<file path="src/rtl/kbd_scan_decode.sv">
// PS/2 scan-code decoder: pops the receiver FIFO one byte per 3 cycles and tracks
// make/break/E0 sequences into a current-key state plus a BCD press counter.
module kbd_scan_decode (
   input  logic       clk,
   input  logic       rst,
   input  logic [7:0] data,
   input  logic       ready,
   input  logic       overflow,
   output logic       nextdata_n,
   output logic [7:0] key_code,
   output logic       key_ext,
   output logic       key_down,
   output logic       make_pulse,
   output logic [7:0] cnt_bcd,
   output logic       ovf_sticky
);

   localparam logic [7:0] CODE_EXT = 8'hE0;
   localparam logic [7:0] CODE_BRK = 8'hF0;

   typedef enum logic [1:0] {IDLE, POP, WAIT} state_t;

   state_t     state_q, state_d;
   logic       nextdata_n_q, nextdata_n_d;
   logic [7:0] key_code_q, key_code_d;
   logic       key_ext_q, key_ext_d;
   logic       key_down_q, key_down_d;
   logic       make_pulse_q, make_pulse_d;
   logic [7:0] cnt_q, cnt_d;
   logic       ovf_q, ovf_d;
   logic       ext_pend_q, ext_pend_d;
   logic       brk_pend_q, brk_pend_d;
   logic       same_key;

   // A byte naming the key already held with the same E0 qualifier.
   assign same_key = key_down_q && (data == key_code_q) && (ext_pend_q == key_ext_q);

   always_comb begin
      state_d      = state_q;
      nextdata_n_d = 1'b1;
      key_code_d   = key_code_q;
      key_ext_d    = key_ext_q;
      key_down_d   = key_down_q;
      make_pulse_d = 1'b0;
      cnt_d        = cnt_q;
      ovf_d        = ovf_q | overflow;
      ext_pend_d   = ext_pend_q;
      brk_pend_d   = brk_pend_q;
      case (state_q)
         IDLE: begin
            if (ready) begin
               nextdata_n_d = 1'b0;
               state_d      = POP;
               if (data == CODE_EXT) begin
                  ext_pend_d = 1'b1;
               end else if (data == CODE_BRK) begin
                  brk_pend_d = 1'b1;
               end else begin
                  ext_pend_d = 1'b0;
                  brk_pend_d = 1'b0;
                  if (brk_pend_q) begin
                     if (same_key) key_down_d = 1'b0;
                  end else if (!same_key) begin
                     key_code_d   = data;
                     key_ext_d    = ext_pend_q;
                     key_down_d   = 1'b1;
                     make_pulse_d = 1'b1;
                     if (cnt_q[3:0] == 4'd9) begin
                        cnt_d[3:0] = 4'd0;
                        cnt_d[7:4] = (cnt_q[7:4] == 4'd9) ? 4'd0 : cnt_q[7:4] + 4'd1;
                     end else begin
                        cnt_d[3:0] = cnt_q[3:0] + 4'd1;
                     end
                  end
               end
            end
         end
         POP:     state_d = WAIT;
         WAIT:    state_d = IDLE;
         default: state_d = IDLE;
      endcase
   end

   always_ff @(posedge clk) begin
      if (rst) begin
         state_q      <= IDLE;
         nextdata_n_q <= 1'b1;
         key_code_q   <= 8'h00;
         key_ext_q    <= 1'b0;
         key_down_q   <= 1'b0;
         make_pulse_q <= 1'b0;
         cnt_q        <= 8'h00;
         ovf_q        <= 1'b0;
         ext_pend_q   <= 1'b0;
         brk_pend_q   <= 1'b0;
      end else begin
         state_q      <= state_d;
         nextdata_n_q <= nextdata_n_d;
         key_code_q   <= key_code_d;
         key_ext_q    <= key_ext_d;
         key_down_q   <= key_down_d;
         make_pulse_q <= make_pulse_d;
         cnt_q        <= cnt_d;
         ovf_q        <= ovf_d;
         ext_pend_q   <= ext_pend_d;
         brk_pend_q   <= brk_pend_d;
      end
   end

   assign nextdata_n = nextdata_n_q;
   assign key_code   = key_code_q;
   assign key_ext    = key_ext_q;
   assign key_down   = key_down_q;
   assign make_pulse = make_pulse_q;
   assign cnt_bcd    = cnt_q;
   assign ovf_sticky = ovf_q;

endmodule
</file>
<file path="config.mk">
export PLATFORM = sky130hd
export DESIGN_NAME = kbd_scan_decode
export DESIGN_NICKNAME = d
export VERILOG_FILES = /design/src/rtl/kbd_scan_decode.sv
export SDC_FILE = /design/constraint.sdc
export NUM_CORES = 1
export LEC_CHECK = 0
export BUFFER_PORTS_ARGS = -buffer_cell sky130_fd_sc_hd__buf_2
export CORE_UTILIZATION = 54
export DETAILED_ROUTE_END_ITERATION = 12
export HOLD_SLACK_MARGIN = 0.05
export PLACE_DENSITY = 0.83
export SLEW_MARGIN = 20
export SYNTH_ARGS = -nofsm -noshare
export SYNTH_HDL_FRONTEND = slang
export SYNTH_SLANG_ARGS = --single-unit
</file>
<file path="constraint.sdc">
create_clock -name clk -period 6.8 [get_ports clk]
set_input_delay 1.36 -clock clk [delete_from_list [all_inputs] [get_ports clk]]
set_output_delay 1.36 -clock clk [all_outputs]
set_load 0.02 [all_outputs]
</file>
# Yosys cells after proc, flatten, opt, wreduce, memory -nomap -nowiden
# Index checks and enable logic that the tools add are counted.
# op_classes
addsub,2
n_eq_ne,11
reduce_logical,10
bitwise_logic,7
muxes,12
# ops
operator,n
"8-bit == test, second input constant",2
6-bit AND reduction,2
"4-bit by 1-bit adder with 4-bit output, second input constant",2
"4-bit == test, second input constant",2
8-bit == test,1
1-bit two-way mux,8
4-bit two-way mux,2
7-bit AND reduction,1
"2-bit != test, second input constant",3
1-bit inverter,6
3-bit AND reduction,2
6-bit OR reduction,1
2-bit one-hot mux with 2 select lines,1
"2-bit by 1-bit == test with 1-bit output, second input constant",1
1-bit logical AND,2
2-bit logical NOT,1
2-bit two-way mux,1
"2-bit by 1-bit != test with 1-bit output, second input constant",1
2-bit OR reduction,1
1-bit == test,1
1-bit bitwise OR,1
# totals
output_inout_bits,21
ff_bits,25
word_cells,53

# Logic depth before layout (Yosys ltp)
# Gate-level depths: netlist of the first run.
# depth
depth_word,5
ltp_mapped,9

# Least setup slack after synthesis of the first run
# No wires, ideal clock.
# synth_path
kind,input-to-reg
startpoint,input data[7]
endpoint,register cnt_q[3] (netlist: cnt_bcd[3])
arrival_ns,3.159
n_path_buf,1
cell_stages,9
setup_ns,0.124
path_slack_ns,3.517
cell_sequence,xor2_1 a2111o_1 or4_1 ha_1 buf_4 and2_1 o211ai_2 o21a_1 o32ai_1
# synth_between
elab_chain_len,5
# synth_lines
item,line,source
"start, declared",6,"input logic [7:0] data,"
8-bit == test,36,assign same_key = key_down_q && (data == key_code_q) && (ext_pend_q == key_ext_q);
1-bit logical AND (2 in series),36,
1-bit inverter (no source line),n/a,
6-bit AND reduction (no source line) *,n/a,
"end signal, assigned",103,cnt_q <= cnt_d;
"end, declared",29,"logic [7:0] cnt_q, cnt_d;"
# Every way passes the cells marked *; elsewhere a longest branch is shown, timed or not.
# A chain may end at the register's enable or synchronous reset.

# Worst setup path after layout of the first run
# Ends and elaborated chain as after synthesis.

==> impl_summary.md, run 1 <==
Outcome
The run finished with clean final reports.

Synthesis
The most used standard cell by instance count after synthesis is sky130_fd_sc_hd__dfxtp_1. In this run the cell area of the synthesized design comes to between 1000 and 1500 um^2. The number of storage elements in the synthesis netlist is 25. After synthesis, the most frequently instantiated cells are 25 x sky130_fd_sc_hd__dfxtp_1, 14 x sky130_fd_sc_hd__nor2_1, 13 x sky130_fd_sc_hd__a21oi_1, 8 x sky130_fd_sc_hd__inv_1, 7 x sky130_fd_sc_hd__nand2_1. The net count after synthesis is 142. After synthesis, the mean cell area works out to 8.89 um^2. The number of cells produced by synthesis is 129. The area share of the largest cell type after synthesis is 43.6%. The most used flip-flop cell after synthesis is sky130_fd_sc_hd__dfxtp_1. The number of warnings reported in the yosys synthesis log is 0. Sequential cells were found to cover between 40% and 50% of the synthesized design area. In the synthesized netlist the async set-or-reset flop fraction comes to 0%.

By area the synthesized netlist is led by sky130_fd_sc_hd__dfxtp_1 44%, sky130_fd_sc_hd__a21oi_1 5.7%, sky130_fd_sc_hd__nor2_1 4.6%. Yosys mapped the design onto 34 distinct sky130hd cell types. Counting flops with a built-in enable in the synthesized netlist gives 0.

Of all cell types, the one taking the most synthesized area is sky130_fd_sc_hd__dfxtp_1.

Final layout
The filler cells instantiated in the layout total 165. The layout-stage area growth over the synthesis result is 17.9%. The ratio of cells with drive above 1 in the final layout is 24.7%. The fraction of the core area covered by cells at the end of the flow is about 68%. The final-stage net count is 176.

The repair_antennas step left the layout with diodes totalling 0. The design area is about 1400 um^2. In the final layout, the multi-input gates occupy about 600 um^2. The area taken by flip-flops and latches is 500 um^2.

Die
In this run the vertical extent of the chip is 48.1 um. The floorplan has 16 rows. The core footprint is roughly 2000 um^2. The initial core utilization is 57.9%. The overall die area is 2310 um^2. The top-level port count is 33. Measured along the x axis, the die boundary spans 48.1 um.

CTS
Once the clock tree was built, the setup fixing pass inserted 0 buffers. Counting along the longest clock path gives a buffer depth of 2. At the later pin of the worst-skew pair, clock insertion delay measures 0.31 ns.

The CTS buffer count is 3. After clock tree synthesis, the repair step resized 0 gates. For this design, the CTS-stage hold fixing added 0 buffers. The number of sinks on the clock net is 25.

In this run the number of H-tree levels came out at 1. The TritonCTS clock tree is yes. Clock tree synthesis selected as its root buffer the cell sky130_fd_sc_hd__clkbuf_4. The register clock-pin slew on the reported worst setup and hold paths is roughly 0.13 ns.

STA
The highest achievable clock rate is 0.317 GHz. The relative slew slack is 66.8%. Setup violations remaining at the end of the flow were counted as 0. The minimum clock period is 3.15 ns. At the pin with the least slew margin, the transition time is 0.497 ns.

The sum of negative setup slack is 0 ns. The number of max-slew violations in the final report is 0. The count of final hold-check violations came to 0.

The share of the clock period used by the worst path is a little under half. Between clock sinks in the finished design, the worst skew comes to approximately 0.0013 ns. Setup repair after global routing left no endpoint under its margin.

Global route
The total overflow left after global routing is 0. The initial antenna violation count came to 0. The wire length of the first global-routing pass is 3.39 mm.

The largest net degree at the start of global routing is 25. The total track usage is 20.6%. The via count of the first global-routing pass is about 840.

Critical path
The arrival time of data at the critical path endpoint is roughly 3.4 ns. In this run the worst path has a maximum fanout of 8. The setup path with the least slack is of type in2reg. STA classifies the critical path startpoint as an input port. Data on the critical path is required at its endpoint by 7.00 ns.

The critical path endpoint category is a register. The worst reg-to-reg path cell count is 8.

Power and ir drop
Across the VDD grid, the largest voltage drop is 0.163 mV. In this run, flip-flops and latches consume 58.2% of the power. The net switching power is 78.7 uW. Per report_power, the clock group accounts for 23.5% of the total.

For this design the ratio of total power to cell area is 204 nW/um^2. Of the total power, the share spent switching nets is 28.5%. Combinational logic is responsible for 18.3% of the overall power. The internal portion of the total power is 197 uW. The static power due to leakage is just under 0.0006 uW.

Hold path
The type of the tightest min-delay check is reg2reg. The worst hold path was traced through 2 stages.

Drt
The routed layout has 1048 vias. Before antenna repair, the detailed router went through 4 iterations. For this block, the initial DRC count from the detailed router was 20. After detailed routing, the average wire length per cell comes to ~12 um.

Summed over all layers, the routed wires come to 2.32 mm. The post-route DRC violation count is 0. The antenna violation net count after detailed routing is 0. The average vias per placed instance is 5.54.

Placement
The global placement routability congestion is between 0.7 and 0.8. After detailed placement, the total cell area comes to 1330 um^2. The number of port buffers is 32. Detailed placement ended at an HPWL of 1.75 mm.

Run
The tool flagged a number of max-cap violations equal to 0.
## logic make-up (layout without fill, tap and decap cells)
family          count (synthesis)  after routing  synth area share [%]
fa+ha+maj                       1              1                  1.09
xor+xnor                        7              7                  5.34
simple gates                   51             51                  24.6
compound gates                 29             29                  17.0
mux                             5              5                  4.36
flops                          25             25                  43.6
buf+inv                        11             44                  3.93
## power groups by stage
| stage | sequential [uW] | combinational, uW | clock, uW |
|---|---|---|---|
| 2_1_floorplan | 171 | 26.5 | 0 |
| 3_3_place_gp | 163 | 49.3 | 0 |
| 3_5_place_dp | 164 | 50.4 | 0 |
| 4_1_cts | 160 | 50.6 | 67.2 |
| 5_1_grt | 162 | 55.2 | 73.2 |
| 6_report | 160 | 50.5 | 64.9 |
## path summary, 6_finish.rpt
path           endpoint  slack (ns)        start
min reg2reg  ovf_sticky        0.48   ovf_sticky
max reg2reg  cnt_bcd[3]        4.44  key_code[7]
min          ovf_sticky        0.48   ovf_sticky
max          cnt_bcd[3]        3.65      data[7]
## cells in the final DEF (no fill, tap or decap), types with 4 or more instances in the layout
cell type | netlist | layout
sky130_fd_sc_hd__dfxtp_1 | 25 | 25
sky130_fd_sc_hd__a21oi_1 | 13 | 13
sky130_fd_sc_hd__o21ai_0 | 6 | 6
sky130_fd_sc_hd__xnor2_1 | 4 | 4
sky130_fd_sc_hd__mux2i_1 | 5 | 5
sky130_fd_sc_hd__nor2_1 | 14 | 14
sky130_fd_sc_hd__nand2b_1 | 4 | 4
sky130_fd_sc_hd__inv_1 | 8 | 8
sky130_fd_sc_hd__nand2_1 | 7 | 7
sky130_fd_sc_hd__buf_2 | 0 | 32
sky130_fd_sc_hd__nand3_1 | 6 | 6
sky130_fd_sc_hd__or4_1 | 5 | 5
## layer usage
| layer | vias to the layer above | global-route usage (%) | part of all wire [%] |
|---|---|---|---|
| li1 | 521 | - | - |
| met1 | 492 | 26.9 | 45 |
| met2 | 29 | 32.7 | 50 |
| met3 | 6 | 3.70 | 3.9 |
| met4 | 0 | 10.0 | 1.6 |
| met5 | - | 0 | 0 |
## worst max-delay path: stages
cell                       delay (ns)
sky130_fd_sc_hd__buf_2           0.12
sky130_fd_sc_hd__xor2_1          0.14
sky130_fd_sc_hd__a2111o_1        0.37
sky130_fd_sc_hd__or4_1           0.49
sky130_fd_sc_hd__ha_1            0.31
sky130_fd_sc_hd__and2_1          0.21
sky130_fd_sc_hd__o211ai_2        0.13
sky130_fd_sc_hd__o21a_1          0.17
sky130_fd_sc_hd__o32ai_1         0.06
## stage by stage
step	instances	total power, uW	hold WS [ns]	setup WS, ns
floorplan	129	197	0.479	3.52
global placement	185	213	0.444	3.35
detailed placement	185	214	0.452	3.31
CTS	189	278	0.481	3.66
global route	189	290	0.509	3.54
finish	189	276	0.477	3.65
## area by class of cell
cell class	instances	area share (%)
Inverter	8	2.22
Sequential cell	25	37.0
Timing Repair Buffer	32	11.8
Tap cell	27	2.50
Clock buffer	4	1.94
Multi-Input combinational cell	93	44.5
(Power assumes the default switching activity.)
==> run 2: changes to the inputs <==
Settings changed: ABC_AREA set to 1, CORE_UTILIZATION 54 to 46, PLACE_DENSITY 0.83 to 0.74.
Clock period 6.8 ns to 2.7 ns, I/O delays scaled along.
==> impl_summary.md, run 2 <==
Outcome
The run finished with clean final reports.

STA
The count of final hold-check violations is 0 (unchanged). Setup repair after global routing left no endpoint under its margin. The relative slew slack is 67.7% (+0.85 points). The transition time at the pin with the least slew margin came to 0.484 ns (-0.0127 ns). Based on the critical path, the design can be clocked at up to 0.532 GHz. Dividing the final minimum period by the clock period gives 69.7%. The smallest clock period supported by the final layout is computed as 1.88 ns. The sum of negative setup slack is 0 ns (unchanged). The final setup slack of the worst path is 0.819 ns (-2.83 ns). The maximum clock skew at final layout was 0.00469 ns (+0.00341 ns). The final-report setup violation count is 0 (unchanged). The number of max-slew violations in the final report was 0 (unchanged). The worst hold slack across all endpoints is 0.427 ns (-0.0506 ns).

Synthesis
The net count after synthesis was 209 (+47%). For this run, the leading register cell type out of synthesis is sky130_fd_sc_hd__dfxtp_1. The number of cells produced by synthesis was 196 (+52%). The cell area after synthesis is 1280 um^2 (+11%).

The number of enable flip-flop cells after synthesis is 0 (unchanged). Sorting the synthesized cells by area gives the leading types as sky130_fd_sc_hd__dfxtp_1 39%, sky130_fd_sc_hd__nand2_1 15%, sky130_fd_sc_hd__nor2_1 11%. The number of warnings reported in the yosys synthesis log is 0 (unchanged).

The sequential element share of the synthesized area came to 39.1% (-4.5 points). The average footprint of a synthesized cell is 6.52 um^2 (-27%). The area share of the largest cell type after synthesis is 39.1% (-4.5 points).

The most used standard cell by instance count after synthesis is sky130_fd_sc_hd__nand2_1. The fraction of registers with async set or reset after synthesis is 0% (unchanged). The biggest area contributor in the post-synthesis netlist is sky130_fd_sc_hd__dfxtp_1. The distinct cell type count after synthesis came to 22 (-35%). Sorting the synthesized cells by how often they occur yields 50 x sky130_fd_sc_hd__nand2_1, 37 x sky130_fd_sc_hd__nor2_1, 31 x sky130_fd_sc_hd__inv_1, 25 x sky130_fd_sc_hd__dfxtp_1, 14 x sky130_fd_sc_hd__nand3_1. The number of storage elements in the synthesis netlist is 25 (unchanged).

Placement
The global placement routability congestion is 0.797 (-0.34%). The detailed placer's ending HPWL is 1.87 mm (+6.8%). The number of port buffers is 32 (unchanged). The placed cell area is 1450 um^2 (+9.2%).

The minimum setup slack after placement was 0.543 ns (-2.76 ns).

Global route
The met2 global-route usage is 30.3% (-2.4 points). The initial antenna violation count is 0 (unchanged). The largest net degree at the start of global routing is 23 (-8.0%). The met3 usage in global routing is 5.83% (+2.1 points). The wire length of the first global-routing pass was 4.19 mm (+24%).

The routing usage on met1 is 26.3% (-0.53 points). The via count of the first global-routing pass is 981 (+17%). The final global-route overflow total is 0 (unchanged). The total track usage came to 19.8% (-0.74 points). The global routing stage identified its most utilized layer as met2.

Drt
The antenna violation net count after detailed routing is 0 (unchanged). The average vias per placed instance was 4.69 (-15%). The overall via count from detail_route came to 1209 (+15%).

The number of DRC markers in iteration 0 came to 35 (+75%). The first-pass detailed-route iteration total is 4 (unchanged). The routed wire length per instance is 9.68 um (-21%). The post-route DRC violation count is 0 (unchanged). The total detailed-routing wirelength is 2.50 mm (+7.9%).

Critical path
The worst setup path category is reg2reg. The start point of the critical path is key_code[4]. The worst setup path is captured at a register. The arrival time of data at the critical path endpoint came to 2.10 ns (-1.25 ns). The worst setup path is launched from a register. The largest fanout of any net on the critical path is 6 (-2). In this run the critical register-to-register path is launched from key_code[4]. The required time of the worst setup path came to 2.92 ns (-4.08 ns).

Final layout
The total of fill cells in the finished design came to 260 (+58%). The number of antenna cells inserted is 0 (unchanged). The design area is 1480 um^2 (+9.1%).

The library cell used most frequently in the layout, excluding fill and tap cells, is sky130_fd_sc_hd__nand2_1. In the layout the commonest cells are 50 x sky130_fd_sc_hd__nand2_1, 37 x sky130_fd_sc_hd__nor2_1, 32 x sky130_fd_sc_hd__buf_2, 31 x sky130_fd_sc_hd__inv_1, 25 x sky130_fd_sc_hd__dfxtp_1. The ratio of cells with drive above 1 in the final layout is 18.9% (-5.8 points). The final-stage net count is 242 (+38%). From synthesis to final layout, the design area changed by 15.4%.

CTS
The CTS buffer count was 3 (unchanged). The number of buffers on the longest clock path is 2 (unchanged). The post-cts resize count is 0 (unchanged). The clock latency on the worst-skew pair is 0.32 ns (about the same).

The quantity of hold-fixing buffers added after cts is 0 (unchanged). The post-CTS setup buffer count is 0 (unchanged). The H-tree depth reported by CTS is 1 (unchanged). The root buffer cell is sky130_fd_sc_hd__clkbuf_4.

The register clock-pin slew on the reported worst setup and hold paths came to 0.12 ns (about the same). The number of sinks on the clock net is 25 (unchanged). The TritonCTS clock tree is yes.

Power and ir drop
The static power due to leakage is 0.000771 uW (+33%). The peak supply drop is 0.443 mV (+170%). The power density over the cells is 502 nW/um^2 (+150%).

Run
The max capacitance violation total came to 0 (unchanged).

Hold path
The source of the worst hold timing path is overflow. The worst hold path belongs to the class in2reg.

Die
The top-level port count is 33 (unchanged). The floorplan die height is 54.7 um (+14%). The overall die area is 2990 um^2 (+29%). The number of placement rows is 18 (+2).

The initial core utilization was 50.2% (-7.6 points). The floorplan die width is 54.7 um (+14%). The core footprint is 2540 um^2 (+28%).
-- run 2: cell types whose count changed in the layout (fill, tap and decap cells not counted), sizes merged, moves of 4 or more --
cell / before / now
inv: 8 / 32
mux2i: 5 / 0
nand2b: 4 / 0
nand2: 7 / 51
or4: 6 / 0
nor2: 14 / 41
nand3: 6 / 15
-- run 2: per-layer routing --
layer  routed length, um  part of all wire (%)
met1                1250                    50
met4                  34                   1.4
met3                 130                   5.2
met5                   0                     0
met2                1090                    44
-- run 2: logic make-up after synthesis --
logic type,count (synthesis),synth area share [%]
AO/OA/AOI/OAI,20,8.90
XOR/XNOR,4,2.74
adder cells (fa/ha/maj),1,0.978
buffers and inverters,36,11.5
flip-flops,25,39.1
AND/OR/NAND/NOR,110,36.7
-- run 2: path summary, 6_finish.rpt --
path,to,slack [ns],depth (start not counted)
worst min-delay path,ovf_sticky,0.43,3
worst max register to register,cnt_bcd[7],0.82,12
worst min register to register,state_q[1],0.47,2
worst max-delay path,cnt_bcd[7],0.82,12
-- run 2: layout make-up --
cell class	instances	area, um^2	area share (%)
multi-input combinational	135	631	42.7
timing repair buffer	32	160	10.9
sequential	25	500	33.9
inverter	32	120	8.14
clock buffer	4	26.3	1.78
tap	30	37.5	2.54
-- run 2: through the flow --
| step | instances | power, uW | utilization [%] |
|---|---|---|---|
| 5_1_grt | 258 | 790 | 58.0 |
| 3_3_place_gp | 254 | 582 | 56.9 |
| 4_1_cts | 258 | 749 | 58.0 |
| 2_1_floorplan | 196 | 539 | - |
| 3_5_place_dp | 254 | 583 | 56.9 |
| 6_report | 258 | 740 | 58.0 |
-- run 2: power by group --
group          internal, uW  switching (uW)  leakage [uW]
Combinational          57.3             103      0.000550
Clock                  57.9             108     0.0000150
Sequential              394            19.9      0.000206
Total                   509             231      0.000771
-- run 2: critical path: stages, from the launching register on --
cell,delay (ns)
sky130_fd_sc_hd__dfxtp_1,0.38
sky130_fd_sc_hd__inv_1,0.06
sky130_fd_sc_hd__o21ai_0,0.16
sky130_fd_sc_hd__nor2_1,0.07
sky130_fd_sc_hd__nand3_1,0.08
sky130_fd_sc_hd__nor2_1,0.05
sky130_fd_sc_hd__inv_1,0.05
sky130_fd_sc_hd__ha_1,0.28
sky130_fd_sc_hd__nand2_1,0.08
sky130_fd_sc_hd__nor2_1,0.27
sky130_fd_sc_hd__nand3_1,0.15
sky130_fd_sc_hd__nand2_1,0.09
sky130_fd_sc_hd__a21oi_1,0.06
